File: src/rtl/instr_sequencer.sv
// Instruction sequencer: fetch/decode/execute control FSM for a small
// register-file CPU. Issues instruction and data memory handshakes, drives
// register-file write and PC load/jump/branch controls, and reports
// BUSY/HALTED/TRAP status.
// Optional build macro ILLEGAL_TRAP_EN: opcodes 1011-1110 enter a sticky
// TRAP state instead of retiring as NOP.
module instr_sequencer (
  input  logic       CLK,
  input  logic       RST_N,
  input  logic       START,
  input  logic [9:0] INSTR,
  input  logic       IMEM_ACK,
  input  logic       DMEM_ACK,
  output logic       IMEM_REQ,
  output logic       DMEM_REQ,
  output logic       DMEM_WE,
  output logic       PC_EN,
  output logic       PL,
  output logic       JB,
  output logic       BC,
  output logic       RF_WE,
  output logic [1:0] DA,
  output logic [1:0] AA,
  output logic [1:0] BA,
  output logic [3:0] FS,
  output logic       BUSY,
  output logic       HALTED,
  output logic       TRAP
);

  localparam logic [3:0] OpNop  = 4'b0000;
  localparam logic [3:0] OpAdd  = 4'b0001;
  localparam logic [3:0] OpSub  = 4'b0010;
  localparam logic [3:0] OpAnd  = 4'b0011;
  localparam logic [3:0] OpOr   = 4'b0100;
  localparam logic [3:0] OpMov  = 4'b0101;
  localparam logic [3:0] OpLd   = 4'b0110;
  localparam logic [3:0] OpSt   = 4'b0111;
  localparam logic [3:0] OpBrz  = 4'b1000;
  localparam logic [3:0] OpBrn  = 4'b1001;
  localparam logic [3:0] OpJmp  = 4'b1010;
  localparam logic [3:0] OpHalt = 4'b1111;

  typedef enum logic [2:0] {
    StIdle,
    StFetch,
    StDecode,
    StExec,
    StMemWait,
`ifdef ILLEGAL_TRAP_EN
    StTrap,
`endif
    StHalt
  } state_e;

  state_e     state_q, state_d;
  logic [9:0] ir_q, ir_d;
  logic       imem_req_q, imem_req_d;
  logic       dmem_req_q, dmem_req_d;
  logic       dmem_we_q, dmem_we_d;
  logic       pc_en_q, pc_en_d;
  logic       pl_q, pl_d;
  logic       jb_q, jb_d;
  logic       bc_q, bc_d;
  logic       rf_we_q, rf_we_d;
  logic       busy_q, busy_d;
  logic       halted_q, halted_d;
  logic       trap_d;
  logic       mem_retire;

  // Next state, IR capture, and next registered outputs decoded from the next state
  always_comb begin
    state_d    = state_q;
    ir_d       = ir_q;
    imem_req_d = 1'b0;
    dmem_req_d = 1'b0;
    dmem_we_d  = 1'b0;
    pc_en_d    = 1'b0;
    pl_d       = 1'b0;
    jb_d       = 1'b0;
    bc_d       = 1'b0;
    rf_we_d    = 1'b0;
    busy_d     = 1'b0;
    halted_d   = 1'b0;
    trap_d     = 1'b0;

    case (state_q)
      StIdle:    if (START) state_d = StFetch;
      StFetch: begin
        if (IMEM_ACK) begin
          state_d = StDecode;
          ir_d    = INSTR;
        end
      end
      StDecode:  state_d = StExec;
      StExec: begin
        case (ir_q[9:6])
          OpLd, OpSt: state_d = StMemWait;
          OpHalt:     state_d = StHalt;
`ifdef ILLEGAL_TRAP_EN
          4'b1011, 4'b1100, 4'b1101, 4'b1110: state_d = StTrap;
`endif
          default:    state_d = StFetch;
        endcase
      end
      StMemWait: if (DMEM_ACK) state_d = StFetch;
      StHalt:    state_d = StHalt;
`ifdef ILLEGAL_TRAP_EN
      StTrap:    state_d = StTrap;
`endif
      default:   state_d = StIdle;
    endcase

    case (state_d)
      StFetch: begin
        imem_req_d = 1'b1;
        busy_d     = 1'b1;
      end
      StDecode:  busy_d = 1'b1;
      StExec: begin
        busy_d = 1'b1;
        case (ir_d[9:6])
          OpAdd, OpSub, OpAnd, OpOr, OpMov: begin
            rf_we_d = 1'b1;
            pc_en_d = 1'b1;
          end
          OpNop:  pc_en_d = 1'b1;
          OpBrz: begin
            pc_en_d = 1'b1;
            pl_d    = 1'b1;
          end
          OpBrn: begin
            pc_en_d = 1'b1;
            pl_d    = 1'b1;
            bc_d    = 1'b1;
          end
          OpJmp: begin
            pc_en_d = 1'b1;
            pl_d    = 1'b1;
            jb_d    = 1'b1;
          end
          OpLd, OpSt, OpHalt: ;
`ifdef ILLEGAL_TRAP_EN
          default: ;
`else
          // Unused opcodes retire as NOP
          default: pc_en_d = 1'b1;
`endif
        endcase
      end
      StMemWait: begin
        busy_d     = 1'b1;
        dmem_req_d = 1'b1;
        dmem_we_d  = (ir_d[9:6] == OpSt);
      end
      StHalt:    halted_d = 1'b1;
`ifdef ILLEGAL_TRAP_EN
      StTrap:    trap_d = 1'b1;
`endif
      default: ;
    endcase
  end

  // State, IR and registered output strobes
  always_ff @(posedge CLK or negedge RST_N) begin
    if (!RST_N) begin
      state_q    <= StIdle;
      ir_q       <= '0;
      imem_req_q <= 1'b0;
      dmem_req_q <= 1'b0;
      dmem_we_q  <= 1'b0;
      pc_en_q    <= 1'b0;
      pl_q       <= 1'b0;
      jb_q       <= 1'b0;
      bc_q       <= 1'b0;
      rf_we_q    <= 1'b0;
      busy_q     <= 1'b0;
      halted_q   <= 1'b0;
    end else begin
      state_q    <= state_d;
      ir_q       <= ir_d;
      imem_req_q <= imem_req_d;
      dmem_req_q <= dmem_req_d;
      dmem_we_q  <= dmem_we_d;
      pc_en_q    <= pc_en_d;
      pl_q       <= pl_d;
      jb_q       <= jb_d;
      bc_q       <= bc_d;
      rf_we_q    <= rf_we_d;
      busy_q     <= busy_d;
      halted_q   <= halted_d;
    end
  end

`ifdef ILLEGAL_TRAP_EN
  logic trap_q;

  // Sticky trap flag
  always_ff @(posedge CLK or negedge RST_N) begin
    if (!RST_N) trap_q <= 1'b0;
    else        trap_q <= trap_d;
  end

  assign TRAP = trap_q;
`else
  assign TRAP = 1'b0;
`endif

  // Memory ops retire in the DMEM_ACK cycle itself, so that pulse cannot be registered
  assign mem_retire = (state_q == StMemWait) && DMEM_ACK;

  assign IMEM_REQ = imem_req_q;
  assign DMEM_REQ = dmem_req_q;
  assign DMEM_WE  = dmem_we_q;
  assign PC_EN    = pc_en_q | mem_retire;
  assign RF_WE    = rf_we_q | (mem_retire && (ir_q[9:6] == OpLd));
  assign PL       = pl_q;
  assign JB       = jb_q;
  assign BC       = bc_q;
  assign BUSY     = busy_q;
  assign HALTED   = halted_q;
  assign FS       = ir_q[9:6];
  assign DA       = ir_q[5:4];
  assign AA       = ir_q[3:2];
  assign BA       = ir_q[1:0];

endmodule

File: config.mk
export PLATFORM = sky130hd
export DESIGN_NAME = instr_sequencer
export DESIGN_NICKNAME = d
export VERILOG_FILES = /design/src/rtl/instr_sequencer.sv
export SDC_FILE = /design/constraint.sdc
export NUM_CORES = 1
export LEC_CHECK = 0
export BUFFER_PORTS_ARGS = -buffer_cell sky130_fd_sc_hd__clkbuf_2
export CAP_MARGIN = 15
export CORE_AREA = 3 3 47 49
export CTS_BUF_LIST = sky130_fd_sc_hd__clkbuf_8
export CTS_CLUSTER_SIZE = 12
export DETAILED_ROUTE_END_ITERATION = 6
export DIE_AREA = 0 0 50 52
export GPL_TIMING_DRIVEN = 1
export MAX_ROUTING_LAYER = met4
export PLACE_DENSITY = 0.91
export SYNTH_ARGS = -nofsm -noshare
export SYNTH_HDL_FRONTEND = slang
export SYNTH_SLANG_ARGS = --single-unit
export TNS_END_PERCENT = 5
File: constraint.sdc
create_clock -name CLK -period 2.7 [get_ports CLK]
set_clock_uncertainty 0.15 [all_clocks]
set_input_delay 0 -clock CLK [delete_from_list [all_inputs] [get_ports CLK]]
set_output_delay 0 -clock CLK [all_outputs]
set_load 0.005 [all_outputs]
; ---- Word level (Yosys, flattened, before mapping)
; Cells that the tools add are included.
[totals]
elab_cells = 70
register_bits = 23
in_bits = 15
output_inout_bits = 21
[op_classes]
bitwise_logic = 2
n_eq_ne = 24
muxes = 22
n_reduce_logical = 9
[ops]
columns = op, count
row1 = $eq 4x3->1 const B, 6
row2 = $eq 4x4->1 const B, 5
row3 = $mux 10, 2
row4 = $pmux 3 s6, 1
row5 = $mux 1, 15
row6 = $eq 3x2->1 const B, 4
row7 = $eq 3x3->1 const B, 4
row8 = $mux 3, 3
row9 = $eq 4x2->1 const B, 2
row10 = $eq 3x1->1 const B, 2
row11 = $pmux 3 s2, 1
row12 = $reduce_or 3->1, 2
row13 = $reduce_or 5->1, 1
row14 = $eq 4x1->1 const B, 1
row15 = $reduce_or 4->1, 1
row16 = $logic_not 3->1, 1
row17 = $logic_and 1x1->1, 2
row18 = $or 1x1->1, 2
row19 = $reduce_and 2->1, 1
row20 = $reduce_or 2->1, 1

; ---- Logic depth before layout (Yosys ltp)
; Gate-level depths: netlist of run 1.
[depth]
depth_word = 7
mapped_depth = 6
mapped_depth_nobuf = 5

; ---- Least setup slack after synthesis of run 1
; No wires, ideal clock.
[synth_timing]
path_kind = reg-to-reg
from = register state_q[1]
to = register rf_we_q
setup_time_ns = 0.111
t_arrival_ns = 1.505
stages_incl_launch_ff = 6
synth_period_minus_slack_ns = 1.766
slack_ns = 0.934
required_ns = 2.439
cell_sequence = dfrtp_1 -> and4bb_1 -> buf_6 -> mux2i_4 -> nor2_1 -> a2111oi_2
[synth_between]
elab_chain_cells = 6
word_cells_on_any_way = 20
cone_classes = 11 x eq/ne / 7 x mux / 2 x reduce/logical
[synth_lines]
columns = item, line
row1 = from (decl), 56  ; state_e state_q, state_d;
row2 = from (signal assigned), 167  ; state_q <= StIdle;
row3 = from (signal assigned), 180  ; state_q <= state_d;
row4 = $eq 3x1->1, 87  ; case (state_q)
row5 = $mux 10, 87
row6 = "$eq 4x1->1, or another cell as far along", 122  ; case (ir_d[9:6])
row7 = $reduce_or 5->1, 122
row8 = $mux 1, 122
row9 = $mux 1 (*), 114  ; case (state_d)
row10 = net rf_we_d, 65  ; logic rf_we_q, rf_we_d;
row11 = to (signal assigned), 189  ; rf_we_q <= rf_we_d;
row12 = to (decl), 65
; The timed path passes the listed nets; every way through them passes the cells marked *.
; A chain may end at the register's enable or synchronous reset.

; ---- Worst setup path after layout of run 1
; Same ends and word-level chain as after synthesis.

==> flow_metrics.tcl, run 1 <==
set metrics [dict create \
    layout.nets 141 \
    htree_levels 1 \
    cts_buffer_depth 2 \
    place_congestion 0.823 \
    post-route-period-util_pct 84.9 \
    antenna_violating_nets_post_route 0 \
    grt_usage_pct 19.8 \
    core_area_sq_mm 0.00190 \
    fmax_mhz 436 \
    drt-wirelength-per-cell_um 15.1 \
    drc_errors 0 \
    critical_path.max_fanout 10 \
    root_buffer "clkbuf_8" \
    io_pins 36 \
    cap_violations 0 \
    start_util_pct 52.2 \
    syn_avg_cell_area_sq_um 12.9 \
    slew_violations 0 \
    place_ws_ns 0.465 \
    grt_pass1_wl_um 3700 \
    r2r_start "state_q[1]$_DFF_PN0_" \
    clock-sinks 23 \
    overflow 0 \
    layout_common_cells "34 x clkbuf_2, 23 x dfrtp_1, 12 x dlygate4sd3_1" \
    clk_latency_ns 0.26 \
    layout_commonest_cell "clkbuf_2" \
    fin_util_pct 70.7 \
    worstMarginPinSlew_ns 0.797 \
    largest_reg_flops 10 \
    hold_start "DMEM_ACK" \
    antenna_found_initial 0 \
    ys_ff_latch 23 \
    slowest_stage "and4bb_1" \
    dr.pass1.iters 4 \
    fin_hold_ws_ns 0.0369 \
    synth_top_area_cell "dfrtp_1" \
    ys_seq_area_share_pct 57.9 \
    synth_nets 92 \
    num_antenna_cells 0 \
    yosysUniqueCellTypes 31 \
    synth_top_area_share_pct 57.9 \
    port_buffers 34 \
    largest-register "ir_q" \
    die_h_um 52 \
    min_period_ns 2.29 \
    syn2layout_area_growth_pct 35.3 \
    setup_ws_ns 0.407 \
    first_iter_violations 23 \
    vias 808 \
    worst_ep_arrival_time_ns 2.29 \
    max_slew_margin_pct 46.0 \
    ys.warnings.count 0 \
    slowest_delay_ns 0.66 \
    grt_pass1_vias 831 \
    crit_chain "and4bb_1 -> mux2i_4 -> nor2_1 -> a2111oi_2" \
    cp-end-kind "flop" \
    cts_made_buffers 3 \
    p_per_area_mw_per_mm2 1020 \
    synth_area_sq_um 993 \
    fin_tns_setup_ns 0 \
    cts.clk_slew.worst_paths_ns 0.08 \
    vdd_drop_max_mv 0.494 \
    dieArea_sq_mm 0.00260 \
    num_rows 16 \
    p_leak_nw 0.684 \
    drt_wl_total_um 2300 \
    cp-startpoint "state_q[1]$_DFF_PN0_" \
    drive_above_1_share_pct 41.6 \
    min_path_type "in2reg" \
    rsz0062_at_grt "no" \
    finalSetupViolations 0 \
    crit_family "simple AND/OR/NAND/NOR gates" \
    cp_num_buf_inv 0 \
    power_mw 1.38 \
    place_hpwl_um 1580 \
    vias_per_cell 5.32 \
    grt_max_degree 24 \
    status "finished clean" \
    synth_area_leaders "dfrtp_1 58%, mux2_2 7.9%, mux2i_1 3.0%" \
    reg_top3 "ir_q (10), state_q (3)" \
    cts_tree "yes" \
    critPathKind "reg2reg" \
    worstSetupStartpointType "flop" \
    fp.dieW_um 50 \
    required_ns 2.69 \
    postSynthCellCount 77 \
    hold_viol_final 0 \
]
==> cells in the mapped netlist <==
library cell	instances
buf_4	1
nor2b_1	2
o32ai_2	1
buf_6	1
and3_1	1
nor2_2	1
and2_1	2
nor2_1	6
or2b_2	1
nand2_1	1
mux2_2	7
or2b_1	2
conb_1	1
o311ai_1	1
a21oi_1	3
nand3b_1	1
o211ai_1	1
inv_2	1
nand3_1	2
or2_2	2
and4bb_1	1
a2111oi_2	1
nor3_1	2
a41o_1	1
mux2i_1	3
dfrtp_1	23
and2b_1	1
inv_1	3
mux2i_4	1
a211o_1	1
and4b_1	2
==> repair_timing <==
item	CTS	global route
hold endpoints to repair	34	0
hold buffers	12	0
resized for setup	0	0
buffers inserted	0	0
==> cell type report <==
cell class / instances / area (sq um)
Clock inverter: 1 / 3.75
Clock buffer: 3 / 41.3
Sequential cell: 23 / 576
Inverter: 4 / 15.0
Tap cell: 27 / 33.8
Timing Repair Buffer: 46 / 290
Multi-Input combinational cell: 48 / 384
Fill cell: 125 / 558
==> where the power goes <==
| part | internal (mW) | total (mW) | switching [mW] | leakage [nW] |
|---|---|---|---|---|
| Combinational | 0.288 | 0.580 | 0.292 | 0.368 |
| Clock | 0.101 | 0.199 | 0.0983 | 0.0269 |
| Sequential | 0.477 | 0.598 | 0.121 | 0.290 |
==> worst reg2reg max path, stage by stage (launching register included) <==
cell and delay, ns:
dfrtp_1 0.47, and4bb_1 0.67, mux2i_4 0.40, nor2_1 0.13
a2111oi_2 0.37
==> through the flow <==
step,cells,instance area (sq um)
2_1_floorplan,77,993
3_3_place_gp,136,1180
6_report,152,1340
4_1_cts,152,1340
5_1_grt,152,1340
3_5_place_dp,136,1180
==> cells by family after synthesis <==
family          count (synthesis)  synth area share, %
buf+inv                         6                 3.40
other cells                     1                0.377
mux                            11                 13.2
compound gates                  9                 8.19
flops                          23                 57.9
simple gates                   27                 16.9
==> path summary, 6_finish.rpt <==
kind                                   endpoint  slack, ns  cells after the start
min in group asynchronous          BC$_DFF_PN0_       0.10                      2
hold / removal             state_q[2]$_DFF_PN0_       0.04                      3
hold reg to reg             ir_q[1]$_DFFE_PN0P_       0.36                      1
setup / recovery              rf_we_q$_DFF_PN0_       0.41                      4
max in group asynchronous  state_q[1]$_DFF_PN0_       1.94                      2
setup reg to reg              rf_we_q$_DFF_PN0_       0.41                      4
==> routing by layer <==
layer | GRT usage, % | vias to the layer above | routed length [um]
li1 | - | 366 | -
met1 | 21.0 | 381 | 912
met2 | 34.3 | 51 | 1180
met3 | 2.29 | 10 | 114
met4 | 14.3 | 0 | 94
met5 | - | - | 0
(Power assumes the default switching activity.)
==> run 2, diff against run 1 <==
- CORE_AREA: 3 3 47 49 -> 3 3 49 51
- DIE_AREA: 0 0 50 52 -> 0 0 52 54
- PLACE_DENSITY: 0.91 -> 0.85
- clock period: 2.7 -> 2.2 ns (I/O delays scaled with it)
==> run 2 against run 1 <==
  * Utilization decreased by 2.5 points
  * Worst hold slack got worse by 0.039 ns
  * Cell area increased by 0.56%
  * Largest cell class unchanged
  * Highest routed layer unchanged
  * Total power increased by 21%
  * The run now ends with hold timing left
  * Critical path type unchanged
==> flow_metrics.tcl, run 2 (synthesis results as in run 1) <==
set metrics [dict create \
    cts_buffer_depth 2 \
    cts_hold_buf 12 \
    rrSetupSlack_ns 0.15 \
    rsz0062_at_grt "no" \
    slew_violations 0 \
    grt_usage_pct 16.0 \
    num_antenna_cells 0 \
    worst_ep_arrival_time_ns 2.04 \
    vias_per_cell 4.96 \
    clkPwrFrac_pct 14.3 \
    hold_viol_final 1 \
    dr.pass1.iters 2 \
    fp.dieW_um 52 \
    worstMarginPinSlew_ns 0.718 \
    internal-power_mw 1.07 \
    fillers 149 \
    layoutNonFillerInstCount 153 \
    vias 759 \
    vdd_drop_max_mv 0.762 \
    die_h_um 54 \
    layout.nets 142 \
    grt_pass1_wl_um 3090 \
    dp_cells 137 \
    cts_tree "yes" \
    setup_ws_ns 0.153 \
    post-route-period-util_pct 93.0 \
    io_pins 36 \
    fin_hold_ws_ns -0.00230 \
    worstSetupStartpointType "flop" \
    critPathKind "reg2reg" \
    antenna_violating_nets_post_route 0 \
    drive_above_1_share_pct 42.1 \
    htree_levels 1 \
    min_period_ns 2.05 \
    post_cts_resized 0 \
    core_area_sq_mm 0.00198 \
    overflow 0 \
    grt_max_degree 24 \
    p_leak_nw 0.689 \
    fmax_mhz 489 \
    cts.clk_slew.worst_paths_ns 0.07 \
    cp-end-kind "flop" \
    min_path_type "in2reg" \
    reg_top3 "ir_q (10), state_q (3)" \
    net-switching-power_uw 602 \
    root_buffer "clkbuf_8" \
    p_comb_share_pct 41.8 \
    largest-register "ir_q" \
    pwr-share-seq_pct 43.9 \
    clock-sinks 23 \
    first_iter_violations 2 \
    fin_tns_setup_ns 0 \
    grt_pass1_vias 697 \
    drt_wl_total_um 2070 \
    syn2layout_area_growth_pct 36.0 \
    switching_share_pct 36.0 \
    status "finished, violations left" \
    largest_reg_flops 10 \
    num_rows 16 \
    cts_setup_buffers 0 \
    cap_violations 0 \
    cts_made_buffers 3 \
    place_congestion 0.871 \
    antenna_found_initial 0 \
    place_ws_ns 0.190 \
    port_buffers 34 \
    clk_latency_ns 0.25 \
    dieArea_sq_mm 0.00281 \
    finalSetupViolations 0 \
    violations "hold timing" \
    layout_common_cells "34 x clkbuf_2, 23 x dfrtp_1, 12 x dlygate4sd3_1" \
    required_ns 2.20 \
    start_util_pct 50.1 \
    drc_errors 0 \
    critical_path.max_fanout 9 \
    drt-wirelength-per-cell_um 13.5 \
    max_slew_margin_pct 51.4 \
    layout_commonest_cell "clkbuf_2" \
    p_per_area_mw_per_mm2 1240 \
    place_hpwl_um 1510 \
]
-- run 2: critical path, cell delays in order (launching register included) --
cell	delay (ns)
dfrtp_1	0.47
and4bb_1	0.52
mux2i_4	0.35
nor2_1	0.12
a2111oi_2	0.34
-- run 2: layer usage --
metal	vias to the layer above	routed length [um]	global-route usage, %
met5	-	0	-
met4	0	4	5.68
met3	2	211	4.43
met2	36	933	27.2
met1	352	920	18.0
li1	369	-	-
-- run 2: path summary, 6_finish.rpt --
check | endpoint | depth (start not counted) | start
worst max-delay path | rf_we_q$_DFF_PN0_ | 4 | state_q[2]$_DFF_PN0_
worst min-delay path | state_q[2]$_DFF_PN0_ | 3 | DMEM_ACK
worst max register to register | rf_we_q$_DFF_PN0_ | 4 | state_q[2]$_DFF_PN0_
worst min register to register | ir_q[2]$_DFFE_PN0P_ | 1 | ir_q[2]$_DFFE_PN0P_
max in group asynchronous | DMEM_WE$_DFF_PN0_ | 2 | RST_N
min in group asynchronous | ir_q[5]$_DFFE_PN0P_ | 2 | RST_N
-- run 2: final cells by class --
cell class / count / area [sq um] / share of cell area (%)
clock buffer: 3 / 41.3 / 3.06
clock inverter: 1 / 3.75 / 0.278
inverter: 4 / 15.0 / 1.11
multi-input combinational: 48 / 384 / 28.4
sequential: 23 / 576 / 42.6
tap: 27 / 33.8 / 2.50
timing repair buffer: 47 / 298 / 22.0
-- run 2: metrics by stage --
stage / utilization, % / total power, mW / area [sq um]
after detailed placement: 59.8 / 1.43 / 1190
after global routing: 68.2 / 1.79 / 1350
after global placement: 59.8 / 1.39 / 1190
after CTS: 68.2 / 1.68 / 1350
final: 68.2 / 1.67 / 1350
after floorplan: - / 1.16 / 993
-- run 2: power by group through the flow --
stage	Combinational [mW]	Clock (mW)	Sequential [mW]
CTS	0.709	0.247	0.729
detailed placement	0.686	0	0.739
finish	0.699	0.239	0.734
global route	0.778	0.266	0.751
global placement	0.663	0	0.723
floorplan	0.446	0	0.716
==> run 3, diff against run 2 <==
- BUFFER_PORTS_ARGS: -buffer_cell sky130_fd_sc_hd__clkbuf_2 -> -buffer_cell sky130_fd_sc_hd__buf_2
- CORE_AREA: 3 3 49 51 -> 3 3 50 52
- CTS_BUF_LIST: sky130_fd_sc_hd__clkbuf_8 -> not set
- DIE_AREA: 0 0 52 54 -> 0 0 53 55
- PLACE_DENSITY: 0.85 -> 0.82
==> run 3 against run 2 <==
  * The flow now finishes without violations
  * First-iteration DRC count rose to 3.5 times the previous value
  * Critical path depth unchanged
  * Cell area down 0.56%
  * Clock-buffer cell count up 1
  * Register-to-register slack better by 0.08 ns
  * Global-route usage down 1.4 points
  * Die area up 3.8%
  * Maximum frequency up 4.2%
  * Largest cell class unchanged
  * Highest routed layer unchanged
==> flow_metrics.tcl, run 3 (synthesis results as in run 1) <==
set metrics [dict create \
    critical_path.max_fanout 9 \
    grt_max_degree 24 \
    drt-wirelength-per-cell_um 13.3 \
    grt_usage_pct 14.5 \
    critPathKind "reg2reg" \
    antenna_found_initial 0 \
    fin_tns_setup_ns 0 \
    drc_errors 0 \
    fp.dieW_um 53 \
    slowest_stage "dfrtp_1" \
    fmax_mhz 509 \
    die_h_um 55 \
    largest-register "ir_q" \
    drive_above_1_share_pct 42.5 \
    syn2layout_area_growth_pct 35.3 \
    vias 762 \
    worstSetupStartpointType "flop" \
    root_buffer "clkbuf_4" \
    cts_buffer_depth 2 \
    first_iter_violations 7 \
    power_mw 1.60 \
    cap_violations 0 \
    port_buffers 34 \
    hold_viol_final 0 \
    reg_top3 "ir_q (10), state_q (3)" \
    worst_ep_arrival_time_ns 2.00 \
    p_leak_nw 0.681 \
    dr.pass1.iters 4 \
    clock-sinks 23 \
    fillers 193 \
    layout_common_cells "34 x buf_2, 23 x dfrtp_1, 13 x dlygate4sd3_1" \
    dieArea_sq_mm 0.00292 \
    finalSetupViolations 0 \
    num_antenna_cells 0 \
    overflow 0 \
    min_period_ns 1.96 \
    status "finished clean" \
    rsz0062_at_grt "no" \
    drt_wl_total_um 2060 \
    slowest_delay_ns 0.47 \
    place_congestion 0.797 \
    vdd_drop_max_mv 0.564 \
    antenna_violating_nets_post_route 0 \
    dp_cells 138 \
    clk_latency_ns 0.31 \
    crit_chain "and4bb_2 -> mux2i_1 -> nor2_1 -> a2111oi_2" \
    grt_pass1_vias 677 \
    core_area_sq_mm 0.00215 \
    cts.clk_slew.worst_paths_ns 0.12 \
    layout_commonest_cell "buf_2" \
    rrSetupSlack_ns 0.24 \
    layout.nets 143 \
    required_ns 2.24 \
    cts_tree "yes" \
    min_path_type "in2async" \
    max_slew_margin_pct 48.3 \
    place_area_sq_mm 0.00119 \
    cts_made_buffers 3 \
    htree_levels 1 \
    slew_violations 0 \
    p_per_area_mw_per_mm2 1190 \
    layoutNonFillerInstCount 155 \
    grt_pass1_wl_um 2970 \
    worstMarginPinSlew_ns 0.763 \
    num_rows 17 \
    cp-end-kind "flop" \
    start_util_pct 46.2 \
    cts_setup_buffers 0 \
    finalInstanceArea_sq_mm 0.00134 \
    post-route-period-util_pct 89.2 \
    io_pins 36 \
    vias_per_cell 4.92 \
    largest_reg_flops 10 \
]
-- run 3: area by class of cell --
cell class                 count  area [sq um]  share of cell area (%)
tap                           28          35.0                    2.61
multi-input combinational     48           384                    28.6
clock buffer                   4          26.3                    1.96
inverter                       4          15.0                    1.12
sequential                    23           576                    42.8
timing repair buffer          48           308                    22.9
-- run 3: worst paths after layout --
kind | start | to | depth (start not counted)
hold / removal | RST_N | state_q[1]$_DFF_PN0_ | 2
setup / recovery | state_q[2]$_DFF_PN0_ | rf_we_q$_DFF_PN0_ | 4
setup reg to reg | state_q[2]$_DFF_PN0_ | rf_we_q$_DFF_PN0_ | 4
hold reg to reg | ir_q[3]$_DFFE_PN0P_ | ir_q[3]$_DFFE_PN0P_ | 1
max in group asynchronous | RST_N | pc_en_q$_DFF_PN0_ | 2
min in group CLK | START | state_q[0]$_DFF_PN0_ | 3
-- run 3: stage by stage --
stage / setup slack [ns] / hold slack, ns / utilization (%)
after floorplan: 0.434 / -0.446 / -
after global placement: 0.323 / -0.160 / 55.3
final: 0.237 / 0.0254 / 62.6
after detailed placement: 0.210 / -0.158 / 55.3
after global routing: 0.0493 / 0.0529 / 62.6
after CTS: 0.161 / 0.0296 / 62.6
-- run 3: report_power, final --
part,leakage (nW),switching [mW],internal [mW]
logic,0.376,0.333,0.364
registers,0.290,0.136,0.584
clock network,0.0150,0.117,0.0707
-- run 3: what timing repair did --
action | 4_1_cts | 5_1_grt
setup endpoints to repair | 0 | 1
hold buffers | 13 | 0
gates resized for setup | 0 | 1
endpoints found under the hold margin | 40 | 0
-- run 3: metal layers --
metal / track usage (%) / vias to the layer above / routed length [um]
li1: - / 370 / -
met1: 17.4 / 363 / 926
met2: 25.0 / 27 / 989
met3: 0.804 / 2 / 125
met4: 7.66 / 0 / 20
met5: - / - / 0
-- run 3: critical path, delay by kind of cell, from the launching register on --
kind,cells,cell delay [ns]
AND/OR/NAND/NOR,2,0.56
AO/OA/AOI/OAI,1,0.35
multiplexers,1,0.31
flip-flops,1,0.47
